$ cat src/rtl/div_pkg.sv
// Shared definitions for the sequential 8-bit divider.
//   state_t       : divider FSM states (IDLE, CALC, FIX, DONE)
//   DIV_WIDTH     : default operand / quotient / remainder width
//   DIV_CNT_W     : width of the iteration counter ($clog2(WIDTH)+1)
//   DIV_FS_DIV    : FS code for signed divide
//   DIV_FS_DIVU   : FS code for unsigned divide
package div_pkg;

  localparam int DIV_WIDTH = 8;
  localparam int DIV_CNT_W = $clog2(DIV_WIDTH) + 1;

  localparam logic [4:0] DIV_FS_DIV  = 5'h3;
  localparam logic [4:0] DIV_FS_DIVU = 5'h4;

  typedef enum logic [1:0] {
    IDLE = 2'd0,
    CALC = 2'd1,
    FIX  = 2'd2,
    DONE = 2'd3
  } state_t;

endpackage

$ cat src/rtl/div_8_step.sv
// One restoring shift-subtract step of the divider (purely combinational).
// Ports:
//   rem      in  : partial remainder (always < divisor on entry)
//   dvd      in  : dividend / quotient shift register
//   divisor  in  : divisor magnitude
//   rem_next out : partial remainder after this step
//   dvd_next out : dvd shifted left by one, LSB left at 0
//   q_bit    out : quotient bit produced by this step (caller inserts it)
module div_8_step
  import div_pkg::*;
#(
  parameter int WIDTH = DIV_WIDTH
) (
  input  logic [WIDTH-1:0] rem,
  input  logic [WIDTH-1:0] dvd,
  input  logic [WIDTH-1:0] divisor,
  output logic [WIDTH-1:0] rem_next,
  output logic [WIDTH-1:0] dvd_next,
  output logic             q_bit
);

  // The shifted remainder needs one extra bit so the compare is exact.
  logic [WIDTH:0]   rem_sh;
  logic [WIDTH-1:0] diff;

  always_comb begin
    rem_sh   = {rem, dvd[WIDTH-1]};
    q_bit    = (rem_sh >= {1'b0, divisor});
    // Only used when rem_sh >= divisor, so the difference fits in WIDTH bits.
    diff     = rem_sh[WIDTH-1:0] - divisor;
    rem_next = q_bit ? diff : rem_sh[WIDTH-1:0];
    dvd_next = {dvd[WIDTH-2:0], 1'b0};
  end

endmodule

$ cat src/rtl/div_8_seq.sv
// Sequential 8-bit restoring divider (DIV / DIVU) feeding the HI/LO pair.
// Quotient goes to VY_lo, remainder to VY_hi. Quotient truncates toward
// zero; remainder takes the sign of the dividend.
// Optional build macro: DIV8_EARLY_OUT_EN -- when defined, a divide with
// |S| < |T| (T != 0) skips CALC/FIX and completes one edge after accept.
// Ports:
//   clk       in  : system clock, rising edge
//   reset     in  : asynchronous active-low reset
//   start     in  : divide request, sampled only in IDLE
//   S         in  : dividend
//   T         in  : divisor
//   FS        in  : function select (FS_DIV signed, FS_DIVU unsigned)
//   VY_hi     out : remainder (registered)
//   VY_lo     out : quotient (registered)
//   busy      out : high from the accept edge until the done cycle
//   done      out : one-cycle completion pulse
//   div0      out : divide-by-zero flag, set with done, cleared on accept
//   dbg_state out : current FSM state
// Handshake: a request is taken on a rising edge where the FSM is IDLE,
// start=1 and FS selects a divide; operands are latched on that edge and
// may change afterwards. No further request is taken until the FSM has
// returned to IDLE after the done cycle, so start held high or asserted
// while busy/done is simply ignored.
module div_8_seq
  import div_pkg::*;
#(
  parameter int         WIDTH   = DIV_WIDTH,
  parameter logic [4:0] FS_DIV  = DIV_FS_DIV,
  parameter logic [4:0] FS_DIVU = DIV_FS_DIVU
) (
  input  logic             clk,
  input  logic             reset,
  input  logic             start,
  input  logic [WIDTH-1:0] S,
  input  logic [WIDTH-1:0] T,
  input  logic [4:0]       FS,
  output logic [WIDTH-1:0] VY_hi,
  output logic [WIDTH-1:0] VY_lo,
  output logic             busy,
  output logic             done,
  output logic             div0,
  output state_t           dbg_state
);

  localparam int               CNT_W    = $clog2(WIDTH) + 1;
  localparam logic [WIDTH-1:0] ONE      = WIDTH'(1);
  localparam logic [WIDTH-1:0] ALL_ONES = '1;
  localparam logic [CNT_W-1:0] CNT_ONE  = CNT_W'(1);
  localparam logic [CNT_W-1:0] CNT_INIT = CNT_W'(WIDTH);

  state_t state, state_nxt;

  // Operation registers latched at accept
  logic             signed_q;
  logic             sign_q;     // negate quotient in FIX
  logic             sign_r;     // negate remainder in FIX
  logic             zero_q;     // divisor was zero
  logic [WIDTH-1:0] s_raw;      // raw dividend, used by the shortcut results
  logic [WIDTH-1:0] dvs;        // divisor magnitude
  logic [WIDTH-1:0] dvd;        // dividend magnitude, becomes the quotient
  logic [WIDTH-1:0] rem;
  logic [CNT_W-1:0] count;

  // Accept-time decode
  logic             is_div;
  logic             is_signed;
  logic             accept;
  logic             t_zero;
  logic             early;
  logic [WIDTH-1:0] s_mag;
  logic [WIDTH-1:0] t_mag;

  // Step outputs
  logic [WIDTH-1:0] step_rem;
  logic [WIDTH-1:0] step_dvd;
  logic             step_q;

  always_comb begin
    is_div    = (FS == FS_DIV) || (FS == FS_DIVU);
    is_signed = (FS == FS_DIV);
    accept    = (state == IDLE) && start && is_div;
    t_zero    = (T == '0);
    s_mag     = (is_signed && S[WIDTH-1]) ? (~S + ONE) : S;
    t_mag     = (is_signed && T[WIDTH-1]) ? (~T + ONE) : T;
`ifdef DIV8_EARLY_OUT_EN
    // Quotient is 0 and remainder is the raw dividend; no iteration needed.
    early     = !t_zero && (s_mag < t_mag);
`else
    early     = 1'b0;
`endif
  end

  div_8_step #(.WIDTH(WIDTH)) u_step (
    .rem      (rem),
    .dvd      (dvd),
    .divisor  (dvs),
    .rem_next (step_rem),
    .dvd_next (step_dvd),
    .q_bit    (step_q)
  );

  // State register
  always_ff @(posedge clk or negedge reset) begin
    if (!reset) state <= IDLE;
    else        state <= state_nxt;
  end

  // Next-state logic. DONE is left once the done pulse has been issued:
  // after FIX the pulse is already up on entry; on the shortcut paths
  // (T==0, early out) DONE first publishes the result and raises done.
  always_comb begin
    state_nxt = state;
    case (state)
      IDLE: if (accept) state_nxt = (t_zero || early) ? DONE : CALC;
      CALC: if (count == CNT_ONE) state_nxt = FIX;
      FIX:  state_nxt = DONE;
      DONE: if (done) state_nxt = IDLE;
      default: state_nxt = IDLE;
    endcase
  end

  // Datapath and registered outputs
  always_ff @(posedge clk or negedge reset) begin
    if (!reset) begin
      signed_q <= 1'b0;
      sign_q   <= 1'b0;
      sign_r   <= 1'b0;
      zero_q   <= 1'b0;
      s_raw    <= '0;
      dvs      <= '0;
      dvd      <= '0;
      rem      <= '0;
      count    <= '0;
      VY_hi    <= '0;
      VY_lo    <= '0;
      busy     <= 1'b0;
      done     <= 1'b0;
      div0     <= 1'b0;
    end else begin
      case (state)
        IDLE: begin
          done <= 1'b0;
          if (accept) begin
            signed_q <= is_signed;
            sign_q   <= is_signed && (S[WIDTH-1] ^ T[WIDTH-1]);
            sign_r   <= is_signed && S[WIDTH-1];
            zero_q   <= t_zero;
            s_raw    <= S;
            dvs      <= t_mag;
            dvd      <= s_mag;
            rem      <= '0;
            count    <= CNT_INIT;
            busy     <= 1'b1;
            div0     <= 1'b0;
          end
        end
        CALC: begin
          rem   <= step_rem;
          dvd   <= step_dvd | {{(WIDTH-1){1'b0}}, step_q};
          count <= count - CNT_ONE;
        end
        FIX: begin
          VY_lo <= (signed_q && sign_q) ? (~dvd + ONE) : dvd;
          VY_hi <= (signed_q && sign_r) ? (~rem + ONE) : rem;
          busy  <= 1'b0;
          done  <= 1'b1;
        end
        DONE: begin
          if (!done) begin
            // Shortcut completion: divide-by-zero or early out.
            VY_lo <= zero_q ? ALL_ONES : '0;
            VY_hi <= s_raw;
            div0  <= zero_q;
            busy  <= 1'b0;
            done  <= 1'b1;
          end else begin
            done  <= 1'b0;
          end
        end
        default: begin
          busy <= 1'b0;
          done <= 1'b0;
        end
      endcase
    end
  end

  assign dbg_state = state;

endmodule

$ cat config.mk
export PLATFORM = sky130hd
export DESIGN_NAME = div_8_seq
export DESIGN_NICKNAME = d
export VERILOG_FILES = /design/src/rtl/div_pkg.sv /design/src/rtl/div_8_step.sv /design/src/rtl/div_8_seq.sv
export SDC_FILE = /design/constraint.sdc
export NUM_CORES = 1
export LEC_CHECK = 0
export CAP_MARGIN = 40
export CORE_MARGIN = 4
export CORE_UTILIZATION = 56
export CTS_BUF_LIST = sky130_fd_sc_hd__clkbuf_16
export CTS_CLUSTER_DIAMETER = 40
export DETAILED_ROUTE_END_ITERATION = 10
export GPL_TIMING_DRIVEN = 0
export PLACE_DENSITY = 0.8
export SYNTH_ARGS = -nofsm -noshare
export SYNTH_HDL_FRONTEND = slang
export SYNTH_SLANG_ARGS = --single-unit
$ cat constraint.sdc
create_clock -name clk -period 2.8 [get_ports clk]
set_input_delay 0.56 -clock clk [delete_from_list [all_inputs] [get_ports clk]]
set_output_delay 0.56 -clock clk [all_outputs]
set_load 0.01 [all_outputs]
==> summary.txt <==
Floorplanning
  • Starting density of the core: 58.3%
  • Rows: 29
  • Die height: 89.8 um
  • Core Box Area: 6420 um^2
  • DIE WIDTH: 89.8 um
  • Full die area: 8060 um^2
  • Ports: 45

CTS
  • Post-CTS Hold Buffers: 0
  • Skew-Pair Late Insertion Delay: 0.33 ns
  • Max clock buf depth: 2
  • CTS resizes: 0
  • Clk pin slew, worst setup/hold paths: 0.05 ns
  • CTS root buffer: clkbuf_16
  • Postcts setup bufs: 0
  • Num Clock Sinks: 61
  • Total CTS buffers: 9
  • TritonCTS clock tree: done
  • H-tree depth: 3

Synth
  • Mapped Cells: 420
  • Synth warnings: 0
  • Sequential share of the synthesized area: 40.7%
  • Mean Syn Cell Area: 8.92 um^2
  • Main combinational cell family by area after synthesis: compound AO/OA/AOI/OAI gates
  • Post-Syn Area: 3750 um^2
  • Mapped Nets: 463
  • Fraction of synthesized area in multiplexers: 5.71%
  • Distinct cell type count of the synthesized netlist: 54
  • Ys flop type: dfrtp_1
  • Synth async-reset ratio: 100%
  • Post-synthesis xor/xnor area fraction: 6.78%
  • Post-synthesis compound-gate area fraction: 19.1%
  • Synth Area in Adders: 6.55%
  • EDFF count, synth: 0
  • Simple-Gate Fraction of Synth Area: 16.1%
  • Synth Register Bits: 61

Critical path
  • Reg-to-reg startpoint: dvd[7]$_DFFE_PN0P_
  • Crit-path slowest cell: fa_1
  • R2r endpoint: rem[6]$_DFFE_PN0P_
  • CP Data Arrival Time: 2.48 ns
  • Worst Setup Path Type: flip-flop to flip-flop
  • CP required: 2.99 ns
  • Critical Path End Type: flip-flop
  • Critical-path cell list: inv_1 > ha_1 > inv_1 > fa_1 > a211oi_1 > o21bai_1 > a21oi_1 > xor2_1 > o221ai_1
  • CP most frequent cell: inv_1
  • Worst-case reg-to-reg path depth: 9
  • Max incr delay on CP: 0.41 ns
  • Crit path launch type: flip-flop
  • Max FO, Critical Path: 3
  • Reg2reg setup slack: 0.51 ns

Min path
  • Hold WC Path Type: input pin to async pin

Layout
  • Fin nets: 519
  • Fillers: 510
  • Diodes inserted: 0
  • Share of layout cells above drive strength 1: 7.28%
  • Area growth, synth to finish: 21.6%
  • Commonest cells after routing, fill and taps aside: 77 x nand2_1, 61 x dfrtp_1, 43 x clkdlybuf4s50_1
  • Design area: 4560 um^2
  • Finished Core Util: 71.0%
  • Most common cell after layout, fill and taps aside: nand2_1

Timing
  • Final worst path period share: 81.7%
  • Worst setup margin: 0.512 ns
  • Worst slew pin tran: 0.704 ns
  • Final slew viol count: 0
  • Worst Skew: 0.00485 ns
  • Setup violators final: 0
  • Minimum clock period: 2.29 ns
  • Slew HR: 53.0%
  • Final Hold Viols: 0
  • Fmax: 437 MHz
  • Unrepaired setup endpoints after global routing: false

Routing
  • Total wire length: 8710 um
  • DRT iter0 DRCs: 206
  • Remaining DRCs: 0
  • Wirelength per Cell: 15.6 um
  • First-pass DRT Iterations: 5
  • Vias per cell: 5.73
  • DR vias: 3200
  • Final ANT Viol Nets: 0

Placement
  • Placer congestion estimate: 0.897
  • Post-Place Setup Slack: 0.245 ns
  • Post-DP HPWL: 6720 um
  • DP Area: 4300 um^2
  • Buffers added on ports: 44

Power and ir drop
  • Pwr Density: 1130 nW/um^2
  • Leak pwr: 2.02 nW
  • Worst VDD drop: 0.679 mV

Job
  • Max-cap violation count: 0

Global routing
  • Vias in the first global route: 3154
  • Grt ovf: 0
  • First-pass GRT wire length: 14600 um
  • Initial antenna violation count: 0
  • Largest net degree at the start of global routing: 32
  • All-Layer GR Usage: 22.4%

Status
  • Status: completed
-- power by group --
part	switching (mW)	internal, mW	total (mW)	leakage (nW)
Clock	0.377	0.582	0.959	0.131
Combinational	1.44	1.18	2.62	1.12
Sequential	0.313	1.25	1.56	0.769
Total	2.13	3.01	5.14	2.02
-- synthesized netlist by cell type, drive strengths merged, types with 2 or more instances --
cell type | instances | area, um^2
buf | 7 | 38.8
mux2i | 18 | 180
and3b | 3 | 26.3
nor3 | 8 | 40.0
clkbuf | 9 | 35.0
xnor2 | 18 | 158
a22oi | 2 | 15.0
nand2b | 5 | 31.3
a41oi | 4 | 35.0
o31ai | 2 | 15.0
nor2 | 25 | 96.4
a31o | 2 | 17.5
a21oi | 23 | 123
a221oi | 3 | 38.8
o2111ai | 2 | 35.0
xor2 | 11 | 96.3
a2bb2oi | 2 | 17.5
o211ai | 2 | 15.0
a221o | 2 | 20.0
nor2b | 3 | 18.8
inv | 30 | 113
mux2 | 3 | 33.8
nor3b | 4 | 35.0
o22ai | 2 | 12.5
ha | 18 | 225
dfrtp | 61 | 1530
o221ai | 4 | 35.0
o21ai | 49 | 245
nand2 | 77 | 289
nand3 | 5 | 25.0
or3 | 2 | 12.5
-- cell families after synthesis --
kind of cell,count (synthesis)
multiplexers,21
XOR/XNOR,29
buffers and inverters,46
AO/OA/AOI/OAI,108
adder cells (fa/ha/maj),19
AND/OR/NAND/NOR,136
flip-flops,61
-- per-stage QoR --
stage               std cells  total power [mW]  TNS, ns  hold slack (ns)
finish                    558              5.14        0            0.280
global route              558              5.57        0            0.341
CTS                       558              5.15        0            0.308
detailed placement        542              4.19        0            0.466
global placement          541              4.07   -43.63            0.460
floorplan                 420              3.36        0            0.264
-- metal layers --
metal,wire length [um],global-route usage [%],vias to the layer above
met5,0,0,-
met4,174,9.58,0
met3,505,4.59,19
met2,4250,37.8,101
met1,3780,28.1,1510
li1,-,-,1570
-- registers in the layout, summed over array words and instances, names as in the netlist --
| signal | count |
|---|---|
| VY_hi | 8 |
| VY_lo | 8 |
| busy | 1 |
| count | 4 |
| dbg_state | 2 |
| div0 | 1 |
| done | 1 |
| dvd | 8 |
| dvs | 8 |
| rem | 8 |
| s_raw | 8 |
| sign_q | 1 |
| sign_r | 1 |
| signed_q | 1 |
| zero_q | 1 |
-- critical path: cells and delay by family (launching register included) --
family	cells	cell delay, ns
xor gates and xnor gates	1	0.17
adders and majority gates	2	0.63
DFF	1	0.39
buffers and inverters	2	0.22
AOI/OAI and AO/OA	4	0.74
-- how the worst max path moves through the flow --
stage | end | startpoint | cells after the start | slack, ns
3_5_place_dp | rem[7]$_DFFE_PN0P_ | FS[0] | 7 | 0.25
4_1_cts | rem[6]$_DFFE_PN0P_ | dvd[7]$_DFFE_PN0P_ | 9 | 0.54
3_3_place_gp | dbg_state[0]$_DFFE_PN0P_ | reset | 1 | -0.72
2_1_floorplan | rem[6]$_DFFE_PN0P_ | dvd[7]$_DFFE_PN0P_ | 9 | 0.80
6_report | rem[6]$_DFFE_PN0P_ | dvd[7]$_DFFE_PN0P_ | 9 | 0.51
5_1_grt | rem[6]$_DFFE_PN0P_ | dvd[7]$_DFFE_PN0P_ | 9 | 0.30
-- final cells by class --
cell class | instances | area (um^2) | share of cell area [%]
inverters | 30 | 113 | 2.47
flip-flops and latches | 61 | 1530 | 33.5
clock inverters | 7 | 33.8 | 0.741
clock buffers | 9 | 225 | 4.94
multi-input cells | 313 | 2030 | 44.6
well taps | 77 | 96.3 | 2.11
plain buffers | 16 | 73.8 | 1.62
repair buffers | 45 | 455 | 9.99
Note: power is estimated with default switching activity, not from simulation.
